[config.mk]
export PLATFORM = sky130hd
export DESIGN_NAME = hazard_stall_controller
export DESIGN_NICKNAME = d
export VERILOG_FILES = /design/src/rtl/pipeline_ctrl_pkg.sv /design/src/rtl/sat_counter.sv /design/src/rtl/hazard_stall_controller.sv
export SDC_FILE = /design/constraint.sdc
export NUM_CORES = 1
export LEC_CHECK = 0
export BUFFER_PORTS_ARGS = -buffer_cell sky130_fd_sc_hd__buf_2
export CORE_MARGIN = 2
export CORE_UTILIZATION = 40
export DETAILED_ROUTE_END_ITERATION = 10
export GPL_ROUTABILITY_DRIVEN = 0
export GPL_TIMING_DRIVEN = 0
export HOLD_SLACK_MARGIN = 0.05
export PLACE_DENSITY = 0.63
export SLEW_MARGIN = 10
export SYNTH_ARGS = -nofsm -noshare
export SYNTH_HDL_FRONTEND = slang
export SYNTH_SLANG_ARGS = --single-unit
[constraint.sdc]
create_clock -name clk -period 2.65 [get_ports clk]
set_input_delay 0.1325 -clock clk [delete_from_list [all_inputs] [get_ports clk]]
set_output_delay 0.1325 -clock clk [all_outputs]
set_load 0.02 [all_outputs]
[src/rtl/pipeline_ctrl_pkg.sv]
// Shared pipeline control types: sequencer states, stage control bundle
// and the canonical control patterns used by the hazard/stall controller.
package pipeline_ctrl_pkg;

  typedef enum logic [1:0] {
    RESET    = 2'd0,
    RUN      = 2'd1,
    MD_BUSY  = 2'd2,
    MEM_WAIT = 2'd3
  } ctrl_state_e;

  // Longest legal mul/div EX occupancy; also sizes the occupancy counter.
  localparam int MD_LAT_MAX = 15;
  localparam int MD_CNT_W   = $clog2(MD_LAT_MAX + 1);

  typedef struct packed {
    logic pc_write;
    logic if_id_write;
    logic id_ex_write;
    logic ex_mem_write;
    logic if_id_flush;
    logic id_ex_bubble;
    logic ex_mem_bubble;
    logic mem_wb_bubble;
    logic md_done;
  } stage_ctrl_t;

  // Field order: pc, if_id, id_ex, ex_mem writes | flush, id_ex, ex_mem, mem_wb bubbles | md_done
  localparam stage_ctrl_t CTRL_RESET    = 9'b0000_1111_0;
  localparam stage_ctrl_t CTRL_RUN      = 9'b1111_0000_0;
  localparam stage_ctrl_t CTRL_MEM_HOLD = 9'b0000_0001_0;
  // EX keeps the mul/div; a bubble goes into EX/MEM each busy cycle.
  localparam stage_ctrl_t CTRL_MD_HOLD  = 9'b0001_0010_0;
  localparam stage_ctrl_t CTRL_MD_DONE  = 9'b1111_0000_1;
  localparam stage_ctrl_t CTRL_BRANCH   = 9'b1111_1100_0;
  localparam stage_ctrl_t CTRL_LOAD_USE = 9'b0011_0100_0;

endpackage

[src/rtl/sat_counter.sv]
// Saturating up-counter: clears on reset, counts inc pulses, sticks at all-ones.
module sat_counter #(
  parameter int W = 16
) (
  input  logic         clk,
  input  logic         rst_n,
  input  logic         inc,
  output logic [W-1:0] count
);

  localparam logic [W-1:0] ONE = {{(W-1){1'b0}}, 1'b1};

  // Count qualified cycles, holding once every bit is set.
  always_ff @(posedge clk or negedge rst_n) begin
    if (!rst_n) begin
      count <= '0;
    end else if (inc && (count != '1)) begin
      count <= count + ONE;
    end
  end

endmodule

[src/rtl/hazard_stall_controller.sv]
// Pipeline sequencing controller: load-use stalls, mul/div EX occupancy,
// data-memory wait states and branch flushes for the 5-stage core.
//
// state    | meaning
// ---------+-----------------------------------------------------------
// RESET    | reset asserted; everything frozen and bubbled
// RUN      | normal issue; branch flush / load-use stall applied here
// MD_BUSY  | mul/div occupying EX, md_cnt counts remaining busy cycles
// MEM_WAIT | data memory stalled; ret_state remembers where to resume
module hazard_stall_controller
  import pipeline_ctrl_pkg::*;
#(
  parameter int MD_LATENCY = 4,
  parameter int CNT_W      = 16
) (
  input  logic             clk,
  input  logic             rst_n,
  input  logic [4:0]       IF_ID_Register_Rs,
  input  logic [4:0]       IF_ID_Register_Rt,
  input  logic             IF_ID_Uses_Rt,
  input  logic [4:0]       ID_EX_Register_Rt,
  input  logic             ID_EX_MemRead,
  input  logic             ID_EX_MD_Start,
  input  logic             Branch_Taken,
  input  logic             Mem_Req,
  input  logic             Mem_Ready,
  output logic             PC_Write,
  output logic             IF_ID_Write,
  output logic             ID_EX_Write,
  output logic             EX_MEM_Write,
  output logic             IF_ID_Flush,
  output logic             ID_EX_Bubble,
  output logic             EX_MEM_Bubble,
  output logic             MEM_WB_Bubble,
  output logic             MD_Done,
  output logic [CNT_W-1:0] Stall_Cycles
);

  // Start cycle plus the final done cycle bracket the counted busy cycles,
  // so the counter loads two less than the occupancy.
  localparam logic [MD_CNT_W-1:0] MD_LOAD = MD_CNT_W'(MD_LATENCY - 2);

  ctrl_state_e          state_q, state_d;
  ctrl_state_e          ret_q, ret_d;
  logic [MD_CNT_W-1:0]  md_cnt_q, md_cnt_d;
  stage_ctrl_t          ctrl;
  logic                 mem_stall;
  logic                 load_use;
  logic                 md_pending;

  assign mem_stall  = Mem_Req && !Mem_Ready;
  assign md_pending = (md_cnt_q != '0);
  assign load_use   = ID_EX_MemRead && (ID_EX_Register_Rt != 5'd0) &&
                      ((ID_EX_Register_Rt == IF_ID_Register_Rs) ||
                       (IF_ID_Uses_Rt && (ID_EX_Register_Rt == IF_ID_Register_Rt)));

  // State, mul/div countdown and memory-wait return state registers.
  always_ff @(posedge clk or negedge rst_n) begin
    if (!rst_n) begin
      state_q  <= RESET;
      ret_q    <= RUN;
      md_cnt_q <= '0;
    end else begin
      state_q  <= state_d;
      ret_q    <= ret_d;
      md_cnt_q <= md_cnt_d;
    end
  end

  // Next-state logic; memory wait outranks mul/div, and md_cnt freezes during it.
  always_comb begin
    state_d  = state_q;
    ret_d    = ret_q;
    md_cnt_d = md_cnt_q;
    case (state_q)
      RESET: begin
        state_d  = RUN;
        md_cnt_d = '0;
      end
      RUN: begin
        if (mem_stall) begin
          state_d = MEM_WAIT;
          ret_d   = RUN;
        end else if (ID_EX_MD_Start) begin
          state_d  = MD_BUSY;
          md_cnt_d = MD_LOAD;
        end
      end
      MD_BUSY: begin
        if (mem_stall) begin
          state_d = MEM_WAIT;
          ret_d   = MD_BUSY;
        end else if (md_pending) begin
          md_cnt_d = md_cnt_q - 1'b1;
        end else begin
          state_d = RUN;
        end
      end
      MEM_WAIT: begin
        // The release cycle doubles as a normal cycle of the resumed state,
        // so a wait inside MD_BUSY delays MD_Done by exactly the not-ready cycles.
        if (Mem_Ready) begin
          if (ret_q == MD_BUSY && md_pending) begin
            state_d  = MD_BUSY;
            md_cnt_d = md_cnt_q - 1'b1;
          end else begin
            state_d = RUN;
          end
        end
      end
      default: state_d = RUN;
    endcase
  end

  // Stage controls, combinational from state and hazard inputs.
  always_comb begin
    ctrl = CTRL_RUN;
    case (state_q)
      RESET: ctrl = CTRL_RESET;
      RUN: begin
        if (mem_stall)           ctrl = CTRL_MEM_HOLD;
        else if (ID_EX_MD_Start) ctrl = CTRL_MD_HOLD;
        else if (Branch_Taken)   ctrl = CTRL_BRANCH;
        else if (load_use)       ctrl = CTRL_LOAD_USE;
      end
      MD_BUSY: begin
        if (mem_stall)       ctrl = CTRL_MEM_HOLD;
        else if (md_pending) ctrl = CTRL_MD_HOLD;
        else                 ctrl = CTRL_MD_DONE;
      end
      MEM_WAIT: begin
        if (!Mem_Ready)           ctrl = CTRL_MEM_HOLD;
        else if (ret_q == MD_BUSY) ctrl = md_pending ? CTRL_MD_HOLD : CTRL_MD_DONE;
        else                      ctrl = CTRL_RUN;
      end
      default: ctrl = CTRL_RESET;
    endcase
  end

  assign PC_Write      = ctrl.pc_write;
  assign IF_ID_Write   = ctrl.if_id_write;
  assign ID_EX_Write   = ctrl.id_ex_write;
  assign EX_MEM_Write  = ctrl.ex_mem_write;
  assign IF_ID_Flush   = ctrl.if_id_flush;
  assign ID_EX_Bubble  = ctrl.id_ex_bubble;
  assign EX_MEM_Bubble = ctrl.ex_mem_bubble;
  assign MEM_WB_Bubble = ctrl.mem_wb_bubble;
  assign MD_Done       = ctrl.md_done;

  sat_counter #(
    .W (CNT_W)
  ) u_stall_cnt (
    .clk   (clk),
    .rst_n (rst_n),
    .inc   ((state_q != RESET) && !ctrl.pc_write),
    .count (Stall_Cycles)
  );

endmodule

==> metrics.yaml, run 1 <==
critical_path.cell_chain: "inv_1 -> ha_1 -> nor3b_2 -> and3_2 -> a211oi_4 -> a31oi_4 -> buf_6 -> buf_4 -> buf_2"
post_route_cells_drive_above_1_share_pct: 31.8
synth.distinct_cells: 48
critPathArrivalTime_ns: 2.36
synth.area.top_cells: "sky130_fd_sc_hd__dfrtp_1, sky130_fd_sc_hd__xor2_1, sky130_fd_sc_hd__xnor2_1"
grt_pass1_wl_um: 5670
antenna_found_initial: 0
cts-htree-levels: 1
dr_total_vias: 1326
area_of_the_core_sq_um: 3720
finish.net_count: 247
synth.largest_area_cell: "sky130_fd_sc_hd__dfrtp_1"
insertedDiodeCount: 0
yosys_register_bits: 24
setup.worst_path.start_class: "flop"
max_slew.worst_pin.slew_ns: 0.614
cts.path.max_buffers: 2
synthesis.area_sq_um: 1570
post_drt_via_cell_ratio: 4.95
status: "finished clean"
yosys_warning_count: 0
crit_slowest_cell: "sky130_fd_sc_hd__dfrtp_1"
pin_count: 48
synth-async-reset-ratio_pct: 100
cp-end-kind: "output pin"
dieArea_sq_um: 4450
vdd_drop_max_mv: 0.667
r2r_cells: 8
timing.final.crit_period_ns: 2.49
drt_first_pass_iters: 4
layout.area.seq_sq_um: 602
slew-limit-headroom_pct: 59.0
worstReg2RegEnd: "md_cnt_q[3]$_DFFE_PN0P_"
critPathMaxStageDelay_ns: 0.43
required_ns: 2.52
place_ws_ns: 0.408
power.static_leakage_nw: 0.906
whs_endpoint: "state_q[1]$_DFFE_PN0P_"
cts.root.buffer_cell: "sky130_fd_sc_hd__clkbuf_8"
initial_core_util_pct: 42.4
tritoncts: "yes"
post_cts.repair.setup_buffers: 0
min_from: "ID_EX_MD_Start"
yosysSeqAreaShare_pct: 38.2
worst_hold_path.num_cells: 3
fin_skew_ns: 0.00821
antenna_violation_net_count_after_detailed_routing: 0
final_cell_area_sq_um: 1930
half_perimeter_wire_length_after_detailed_placement_um: 2560
die_h_um: 66.7
totalWireLength_um: 3320
multi_input_gate_area_sq_um: 897
fmax_mhz: 401
min_path_type: "input port to flop"
clock_latency_late_sink_ns: 0.26
final.setup.tns_ns: 0
syn-num-nets: 194
drv.max_cap_violation_count: 0
grt.total_usage_pct: 16.6
cts_inserted_buffers: 3
fillCellCount: 368
globalRoute.totalOverflow: 0
post-synth-top-area-fraction_pct: 36.6
pnr_worst_setup_slack_ns: 0.157
port_buffers: 47
synth_top_flop_cell: "sky130_fd_sc_hd__dfrtp_1"
core.rowCount: 22
grt_pass1_vias: 1288
drc: 0
grt_max_degree: 25
post_layout_util_pct: 51.8
area_growth_from_synthesis_to_layout_pct: 22.3
fin_crit_sh_pct: 94.1
regToRegSetupSlack_ns: 0.39
avgRoutedWirePerCell_um: 12.4
cp_max_fo: 11
final_count_of_hold_timing_violations: 0
fp.dieW_um: 66.7
synth-edff-count: 0
setup_viol: 0
critical_path.reg2reg.startpoint: "md_cnt_q[0]$_DFFE_PN0P_"
crit_type: "flop to output pin"
grt_setup_unrepaired: "false"
syn_avg_cell_area_sq_um: 9.37
placed_cell_area_sq_um: 1870
clk_pin_slew_worst_paths_ns: 0.09
numClockSinks: 24
slew_viol_final: 0
power.density_cell_area_nw_per_um2: 1120
drt_first_iter_violations: 66
synthesis.instances: 168
[layer usage]
metal | wire length (um) | track usage (%) | share of wire [%] | vias to the layer above
li1 | - | - | - | 687
met1 | 1630 | 21.4 | 49 | 619
met2 | 1550 | 28.6 | 47 | 18
met3 | 122 | 3.72 | 3.7 | 2
met4 | 19 | 3.06 | 0.57 | 0
met5 | 0 | 0 | 0 | -
[sequential cells by signal, summed over array words and instances, names as in the netlist]
register / flops
md_cnt_q: 4
ret_q: 2
state_q: 2
u_stall_cnt.count: 16
[logic make-up after synthesis]
logic type	after synthesis	synth area share (%)
AO/OA/AOI/OAI	26	12.8
XOR/XNOR	26	14.5
adder cells (fa/ha/maj)	3	2.38
buffers and inverters	14	4.85
flip-flops	24	38.2
multiplexers	1	0.954
AND/OR/NAND/NOR	74	26.3
[where the power goes]
group	switching, W	internal [W]
registers	0.000164	0.000531
logic	0.000754	0.000478
clock network	0.000114	0.000107
total	0.00103	0.00112
[how the worst max path moves through the flow]
stage	start	endpoint	slack, ns	cells past startpoint
after detailed placement	md_cnt_q[0]$_DFFE_PN0P_	md_cnt_q[3]$_DFFE_PN0P_	0.41	8
after floorplan	md_cnt_q[0]$_DFFE_PN0P_	u_stall_cnt.count[2]$_DFFE_PN0P_	0.70	9
final	md_cnt_q[0]$_DFFE_PN0P_	PC_Write	0.16	9
after global placement	md_cnt_q[0]$_DFFE_PN0P_	PC_Write	0.41	9
after global routing	md_cnt_q[0]$_DFFE_PN0P_	PC_Write	0.008	9
after CTS	md_cnt_q[0]$_DFFE_PN0P_	PC_Write	0.10	9
[area by class of cell]
class                      count  area share [%]
timing repair buffer          48            12.7
inverter                       7            1.36
clock buffer                   4            2.34
buffer                         7            2.60
sequential                    24            31.3
tap                           48            3.12
multi-input combinational    130            46.6
[worst max-delay path: cells and delay by family (launching register included)]
family	cells	cell delay [ns]
fa+ha+maj	1	0.14
compound gates	2	0.37
buf+inv	4	0.56
flops	1	0.43
simple gates	2	0.59
[through the flow]
step	power, W	hold WS (ns)	cells
floorplan	0.00159	-0.163	168
global placement	0.00194	0.155	263
detailed placement	0.00195	0.153	263
CTS	0.00218	0.256	268
global route	0.00234	0.277	268
finish	0.00215	0.268	268
[timing repair]
action,in CTS,in global routing
setup endpoints to repair,0,1
gates resized for setup,0,1
hold buffers,1,0
endpoints found under the hold margin,23,0
[cell usage in the layout (no fill, tap or decap), drive strengths merged, types with 2 or more instances in the layout]
master / n
a211oi: 3
a21oi: 11
and3: 3
and4: 4
buf: 52
clkbuf: 6
dfrtp: 23
ha: 3
inv: 7
nand2: 17
nand2b: 2
nand3: 8
nand4: 6
nor2: 19
nor3: 4
nor4: 3
o21ai: 4
xnor2: 11
xor2: 15
[synth_stat cells, types with 5 or more instances]
library cell,number
sky130_fd_sc_hd__a21oi_1,10
sky130_fd_sc_hd__dfrtp_1,23
sky130_fd_sc_hd__nand2_1,17
sky130_fd_sc_hd__nor2_1,18
sky130_fd_sc_hd__nand3_1,8
sky130_fd_sc_hd__inv_1,7
sky130_fd_sc_hd__nand4_1,5
sky130_fd_sc_hd__xor2_1,15
sky130_fd_sc_hd__xnor2_1,11
Power figures use the tool's default switching activity.
==> run 2: changes to the inputs <==
--- a/config.mk
+++ b/config.mk
@@ -5,14 +5,14 @@
 export SDC_FILE = /design/constraint.sdc
 export NUM_CORES = 1
 export LEC_CHECK = 0
-export BUFFER_PORTS_ARGS = -buffer_cell sky130_fd_sc_hd__buf_2
 export CORE_MARGIN = 2
 export CORE_UTILIZATION = 40
 export DETAILED_ROUTE_END_ITERATION = 10
+export DONT_BUFFER_PORTS = 1
 export GPL_ROUTABILITY_DRIVEN = 0
 export GPL_TIMING_DRIVEN = 0
 export HOLD_SLACK_MARGIN = 0.05
-export PLACE_DENSITY = 0.63
+export PLACE_DENSITY = 0.52
 export SLEW_MARGIN = 10
 export SYNTH_ARGS = -nofsm -noshare
 export SYNTH_HDL_FRONTEND = slang
==> constraint.sdc (replaced) <==
create_clock -name clk -period 3 [get_ports clk]
set_input_delay 0.15 -clock clk [delete_from_list [all_inputs] [get_ports clk]]
set_output_delay 0.15 -clock clk [all_outputs]
set_load 0.02 [all_outputs]
==> run 2 against run 1 <==
Compared with the run above: global-route usage down 0.18 points; design area down 9.9%; die area unchanged; clock power up 32%; first-iteration DRC count down 7.6%; sequential share of layout area up 3.4 points; combinational power down 33%; via count down 6.0%; sequential cell count unchanged; non-clock buffer count down 46; critical path type unchanged; largest power group unchanged.
==> metrics.yaml, run 2 (synthesis results as in run 1) <==
grt_max_degree: 25  # unchanged
half_perimeter_wire_length_after_detailed_placement_um: 2620  # +2.4%
final_count_of_hold_timing_violations: 0  # unchanged
min_from: "Mem_Ready"
slew_viol_final: 0  # unchanged
setup.worst_path.start_class: "flop"
fp.dieW_um: 66.7  # unchanged
die_h_um: 66.7  # unchanged
cp_max_fo: 11  # unchanged
final_cell_area_sq_um: 1740  # -9.9%
drv.max_cap_violation_count: 0  # unchanged
worstReg2RegEnd: "md_cnt_q[3]$_DFFE_PN0P_"
required_ns: 2.85  # +0.33 ns
fillCellCount: 374  # +1.6%
grt_pass1_vias: 1288  # unchanged
cts.path.max_buffers: 2  # unchanged
timing.final.crit_period_ns: 2.51
critPathArrivalTime_ns: 2.36  # about the same
r2r_cells: 8  # unchanged
crit_type: "flop to output pin"
avgRoutedWirePerCell_um: 15.3  # +23%
cts.root.buffer_cell: "sky130_fd_sc_hd__clkbuf_8"
dieArea_sq_um: 4450  # unchanged
post_route_cells_drive_above_1_share_pct: 13.8  # -18 points
worst_hold_path.num_cells: 3  # unchanged
initial_core_util_pct: 42.4  # unchanged
pin_count: 48  # unchanged
post_drt_via_cell_ratio: 5.62  # +14%
numClockSinks: 24  # unchanged
slew-limit-headroom_pct: 47.6  # -11 points
port_buffers: 0  # -100%
setup_viol: 0  # unchanged
drt_first_pass_iters: 4  # unchanged
fin_skew_ns: 0.00182  # -0.00639 ns
antenna_violation_net_count_after_detailed_routing: 0  # unchanged
placed_cell_area_sq_um: 1630  # -13%
fin_crit_sh_pct: 83.6
dr_total_vias: 1247  # -6.0%
insertedDiodeCount: 0  # unchanged
area_growth_from_synthesis_to_layout_pct: 10.3
finish.net_count: 201  # -19%
critical_path.reg2reg.startpoint: "md_cnt_q[0]$_DFFE_PN0P_"
cts_inserted_buffers: 3  # unchanged
clock_latency_late_sink_ns: 0.27  # about the same
met3WireLength_um: 245  # +100%
layout.cells.most_common: "sky130_fd_sc_hd__dfrtp_1"
dp_cells: 216  # -18%
power.static_leakage_nw: 0.742  # -18%
post_layout_util_pct: 46.7  # -5.1 points
grt_setup_unrepaired: "false"
area_of_the_core_sq_um: 3720  # unchanged
drc: 0  # unchanged
regToRegSetupSlack_ns: 0.68  # +0.29 ns
grt.total_usage_pct: 16.4  # -0.18 points
drt_first_iter_violations: 61  # -7.6%
whs_endpoint: "ret_q[0]$_DFFE_PN1P_"
met2WireLength_um: 1600  # +3.1%
highest-signal-layer: "met4"
largestRegisters: "u_stall_cnt.count: 16 flops, md_cnt_q: 4 flops"
registers.top_by_ff_count: "u_stall_cnt.count"
globalRoute.totalOverflow: 0  # unchanged
hold_ws_ns: 0.204  # -0.0641 ns
grt_pass1_wl_um: 5630  # -0.72%
totalWireLength_um: 3390  # +2.0%
largest_register_ffs: 16  # unchanged
clk_pin_slew_worst_paths_ns: 0.09  # about the same
tritoncts: "yes"
min_path_type: "input port to flop"
core.rowCount: 22  # unchanged
cts-htree-levels: 1  # unchanged
antenna_found_initial: 0  # unchanged
max_slew.worst_pin.slew_ns: 0.777  # +0.163 ns
power.density_cell_area_nw_per_um2: 1080  # -3.5%
wirelength_met1_um: 1510  # -7.6%
cp-end-kind: "output pin"
fmax_mhz: 399
final_cell_mix: "sky130_fd_sc_hd__dfrtp_1, sky130_fd_sc_hd__nor2_1, sky130_fd_sc_hd__nand2_1"
post_layout_nonfiller_instances: 222  # -17%
vdd_drop_max_mv: 0.350  # -48%
final.setup.tns_ns: 0  # unchanged
status: "finished clean"
-- run 2: cell count changes in the layout (fill, tap and decap cells not counted) --
cell,previous run,this run
sky130_fd_sc_hd__buf_2,48,1
sky130_fd_sc_hd__clkbuf_1,3,2
sky130_fd_sc_hd__and3_1,2,3
sky130_fd_sc_hd__buf_12,0,1
sky130_fd_sc_hd__bufinv_16,0,1
sky130_fd_sc_hd__and3_2,1,0
-- run 2: through the flow --
stage	setup WS (ns)	power (W)
after floorplan	1.05	0.00140
after global placement	0.771	0.00155
after detailed placement	0.701	0.00158
after CTS	0.498	0.00188
after global routing	0.331	0.00200
final	0.493	0.00187
-- run 2: worst max path at each step --
stage	cells after the start	end	slack, ns	startpoint
2_1_floorplan	9	u_stall_cnt.count[2]$_DFFE_PN0P_	1.05	md_cnt_q[0]$_DFFE_PN0P_
3_3_place_gp	8	md_cnt_q[3]$_DFFE_PN0P_	0.77	md_cnt_q[0]$_DFFE_PN0P_
3_5_place_dp	8	md_cnt_q[3]$_DFFE_PN0P_	0.70	md_cnt_q[0]$_DFFE_PN0P_
4_1_cts	8	PC_Write	0.50	md_cnt_q[0]$_DFFE_PN0P_
5_1_grt	8	PC_Write	0.33	md_cnt_q[0]$_DFFE_PN0P_
6_report	8	PC_Write	0.49	md_cnt_q[0]$_DFFE_PN0P_
-- run 2: per-layer routing --
| metal | global-route usage (%) | vias up |
|---|---|---|
| met5 | 0 | - |
| met4 | 4.59 | 0 |
| met3 | 3.55 | 6 |
| met2 | 28.2 | 53 |
| met1 | 20.5 | 592 |
| li1 | - | 596 |
-- run 2: worst max-delay path, stage by stage, from the launching register on --
cell,delay [ns]
sky130_fd_sc_hd__dfrtp_1,0.43
sky130_fd_sc_hd__inv_1,0.11
sky130_fd_sc_hd__ha_1,0.14
sky130_fd_sc_hd__nor3b_2,0.33
sky130_fd_sc_hd__and3_1,0.31
sky130_fd_sc_hd__a211oi_4,0.08
sky130_fd_sc_hd__a31oi_4,0.30
sky130_fd_sc_hd__buf_6,0.22
sky130_fd_sc_hd__buf_4,0.16
-- run 2: final cells by class --
type                    instances  area (sq um)  share of cell area (%)
well taps                      48          60.1                    3.46
inverters                       7          26.3                    1.51
multi-input cells             130           896                    51.6
clock buffers                   3          41.3                    2.38
clock inverters                 1          30.0                    1.73
flip-flops and latches         24           602                    34.7
plain buffers                   7          50.0                    2.88
repair buffers                  2          30.0                    1.73
-- run 2: power by group --
| part | switching [W] | internal [W] | leakage [nW] |
|---|---|---|---|
| clock | 0.000112 | 0.000178 | 0.0357 |
| combinational | 0.000511 | 0.000317 | 0.432 |
| sequential | 0.000282 | 0.000466 | 0.275 |
| total | 0.000905 | 0.000962 | 0.742 |
-- run 2: repair_timing --
| item | 4_1_cts | 5_1_grt |
|---|---|---|
| hold buffers | 2 | 0 |
| resized for setup | 0 | 0 |
| setup buffers | 0 | 0 |
| hold endpoints to repair | 24 | 0 |
==> run 3: changes to the inputs <==
==> constraint.sdc (replaced) <==
create_clock -name clk -period 2.5 [get_ports clk]
set_input_delay 0.125 -clock clk [delete_from_list [all_inputs] [get_ports clk]]
set_output_delay 0.125 -clock clk [all_outputs]
set_load 0.02 [all_outputs]
==> run 3 against run 2 <==
Compared with the run above: count of clock-buffer cells in the layout is the same; critical path depth grew 1; hold slack worse by 0.031 ns; sequential cell count stayed put; sequential power rose by 20%; combinational power increased by 24%; setup slack got worse by 0.31 ns; first-iteration DRC count is 6.6% lower; clock power grew 20%; core utilization increased by 0.57 points; die area unchanged; sequential share of layout area is 0.42 points lower.
==> metrics.yaml, run 3 (synthesis results as in run 1) <==
fin_skew_ns: 0.00308  # +0.00126 ns
antenna_violation_net_count_after_detailed_routing: 0  # unchanged
clk_pin_slew_worst_paths_ns: 0.09  # about the same
drv.max_cap_violation_count: 0  # unchanged
critical_path.reg2reg.startpoint: "md_cnt_q[0]$_DFFE_PN0P_"
final_count_of_hold_timing_violations: 0  # unchanged
drt_first_pass_iters: 4  # unchanged
setup.worst_path.start_class: "flop"
min_path_type: "input port to flop"
final_cell_area_sq_um: 1760  # +1.2%
die_h_um: 66.7  # unchanged
port_buffers: 0  # unchanged
max_slew.worst_pin.slew_ns: 0.748  # -0.0298 ns
power.density_cell_area_nw_per_um2: 1300  # +21%
crit_path_end: "u_stall_cnt.count[13]$_DFFE_PN0P_"
post_drt_via_cell_ratio: 5.59  # -0.53%
critPathArrivalTime_ns: 2.51  # +0.15 ns
fp.dieW_um: 66.7  # unchanged
status: "finished clean"
cts.root.buffer_cell: "sky130_fd_sc_hd__clkbuf_8"
cp-end-kind: "flop"
placed_cell_area_sq_um: 1630  # unchanged
drt_first_iter_violations: 57  # -6.6%
dr_total_vias: 1246  # -0.080%
avgRoutedWirePerCell_um: 15.3  # +0.34%
drc: 0  # unchanged
setup_viol: 0  # unchanged
start_point_of_the_critical_path: "md_cnt_q[0]$_DFFE_PN0P_"
antenna_found_initial: 0  # unchanged
worstReg2RegEnd: "u_stall_cnt.count[13]$_DFFE_PN0P_"
insertedDiodeCount: 0  # unchanged
slew-limit-headroom_pct: 49.6  # +2.0 points
final.setup.tns_ns: 0  # unchanged
numClockSinks: 24  # unchanged
pin_count: 48  # unchanged
power.static_leakage_nw: 0.750  # +1.0%
final_cell_mix: "sky130_fd_sc_hd__dfrtp_1, sky130_fd_sc_hd__nor2_1, sky130_fd_sc_hd__nand2_1"
timing.final.crit_period_ns: 2.32
totalWireLength_um: 3420  # +0.80%
area_of_the_core_sq_um: 3720  # unchanged
fin_crit_sh_pct: 92.7
area_growth_from_synthesis_to_layout_pct: 11.6
core.rowCount: 22  # unchanged
half_perimeter_wire_length_after_detailed_placement_um: 2620  # unchanged
slew_viol_final: 0  # unchanged
registers.top_by_ff_count: "u_stall_cnt.count"
regToRegSetupSlack_ns: 0.18  # -0.50 ns
dieArea_sq_um: 4450  # unchanged
largestRegisters: "u_stall_cnt.count: 16 flops, md_cnt_q: 4 flops"
grt_pass1_wl_um: 5630  # unchanged
cts.path.max_buffers: 2  # unchanged
vdd_drop_max_mv: 0.420  # +20%
cts-htree-levels: 1  # unchanged
layout.cells.most_common: "sky130_fd_sc_hd__dfrtp_1"
grt_pass1_vias: 1288  # unchanged
fmax_mhz: 432
grt_setup_unrepaired: "false"
largest_register_ffs: 16  # unchanged
worst_hold_path.num_cells: 3  # unchanged
post_route_cells_drive_above_1_share_pct: 14.3  # +0.49 points
globalRoute.totalOverflow: 0  # unchanged
initial_core_util_pct: 42.4  # unchanged
tritoncts: "yes"
grt.total_usage_pct: 16.4  # unchanged
finish.net_count: 202  # +0.50%
cts_inserted_buffers: 3  # unchanged
grt_max_degree: 25  # unchanged
crit_type: "flop to flop"
r2r_cells: 9  # +1
clock_latency_late_sink_ns: 0.27  # about the same
cp_max_fo: 6  # -5
required_ns: 2.69  # -0.16 ns
-- run 3: changes by cell type in the layout (fill, tap and decap cells not counted), sizes merged --
| cell | previous run | this run |
|---|---|---|
| buf | 6 | 7 |
-- run 3: repair_timing --
item	in CTS	in global routing
setup endpoints to repair	0	3
hold buffers	2	0
endpoints found under the hold margin	24	0
setup buffers	0	1
resized for setup	0	2
-- run 3: routing by layer --
metal	vias up	share of wire (%)	wire length (um)	track usage, %
li1	600	-	-	-
met1	598	45	1520	20.5
met2	44	48	1630	28.2
met3	4	6.6	226	3.55
met4	0	1.1	36	4.59
met5	-	0	0	0
-- run 3: report_power, final --
| group | internal (W) | total (W) | switching (W) |
|---|---|---|---|
| registers | 0.000560 | 0.000902 | 0.000342 |
| logic | 0.000406 | 0.00103 | 0.000623 |
| clock network | 0.000214 | 0.000348 | 0.000134 |
| total | 0.00118 | 0.00228 | 0.00110 |
-- run 3: final cells by class --
cell class	instances	area, sq um
multi-input combinational	130	910
clock inverter	1	30.0
inverter	7	26.3
timing repair buffer	3	37.5
sequential	24	602
clock buffer	3	41.3
tap	48	60.1
buffer	7	50.0
fill	369	1960
-- run 3: how the worst min path moves through the flow --
stage               from                 endpoint
2_1_floorplan      rst_n  md_cnt_q[0]$_DFFE_PN0P_
3_3_place_gp       rst_n  md_cnt_q[3]$_DFFE_PN0P_
3_5_place_dp       rst_n  md_cnt_q[2]$_DFFE_PN0P_
4_1_cts        Mem_Ready     ret_q[0]$_DFFE_PN1P_
5_1_grt        Mem_Ready     ret_q[0]$_DFFE_PN1P_
6_report       Mem_Ready     ret_q[0]$_DFFE_PN1P_
-- run 3: worst max-delay path: stages, from the launching register on --
cell and delay, ns:
sky130_fd_sc_hd__dfrtp_1 0.43, sky130_fd_sc_hd__inv_1 0.09, sky130_fd_sc_hd__ha_1 0.20, sky130_fd_sc_hd__nor3b_4 0.17, sky130_fd_sc_hd__and3_1 0.22, sky130_fd_sc_hd__a211oi_4 0.29, sky130_fd_sc_hd__a31oi_4 0.06, sky130_fd_sc_hd__buf_4 0.18
sky130_fd_sc_hd__nor4_1 0.40, sky130_fd_sc_hd__xor2_1 0.19
-- run 3: through the flow --
step	hold WS (ns)	util, %	setup WS [ns]	cells	total power [W]
floorplan	-0.171	-	0.546	168	0.00168
global placement	-0.170	44.0	0.271	216	0.00186
detailed placement	-0.170	44.0	0.201	216	0.00190
CTS	0.171	46.7	0.0231	222	0.00226
global route	0.215	47.3	0.0247	223	0.00244
finish	0.173	47.3	0.183	223	0.00228
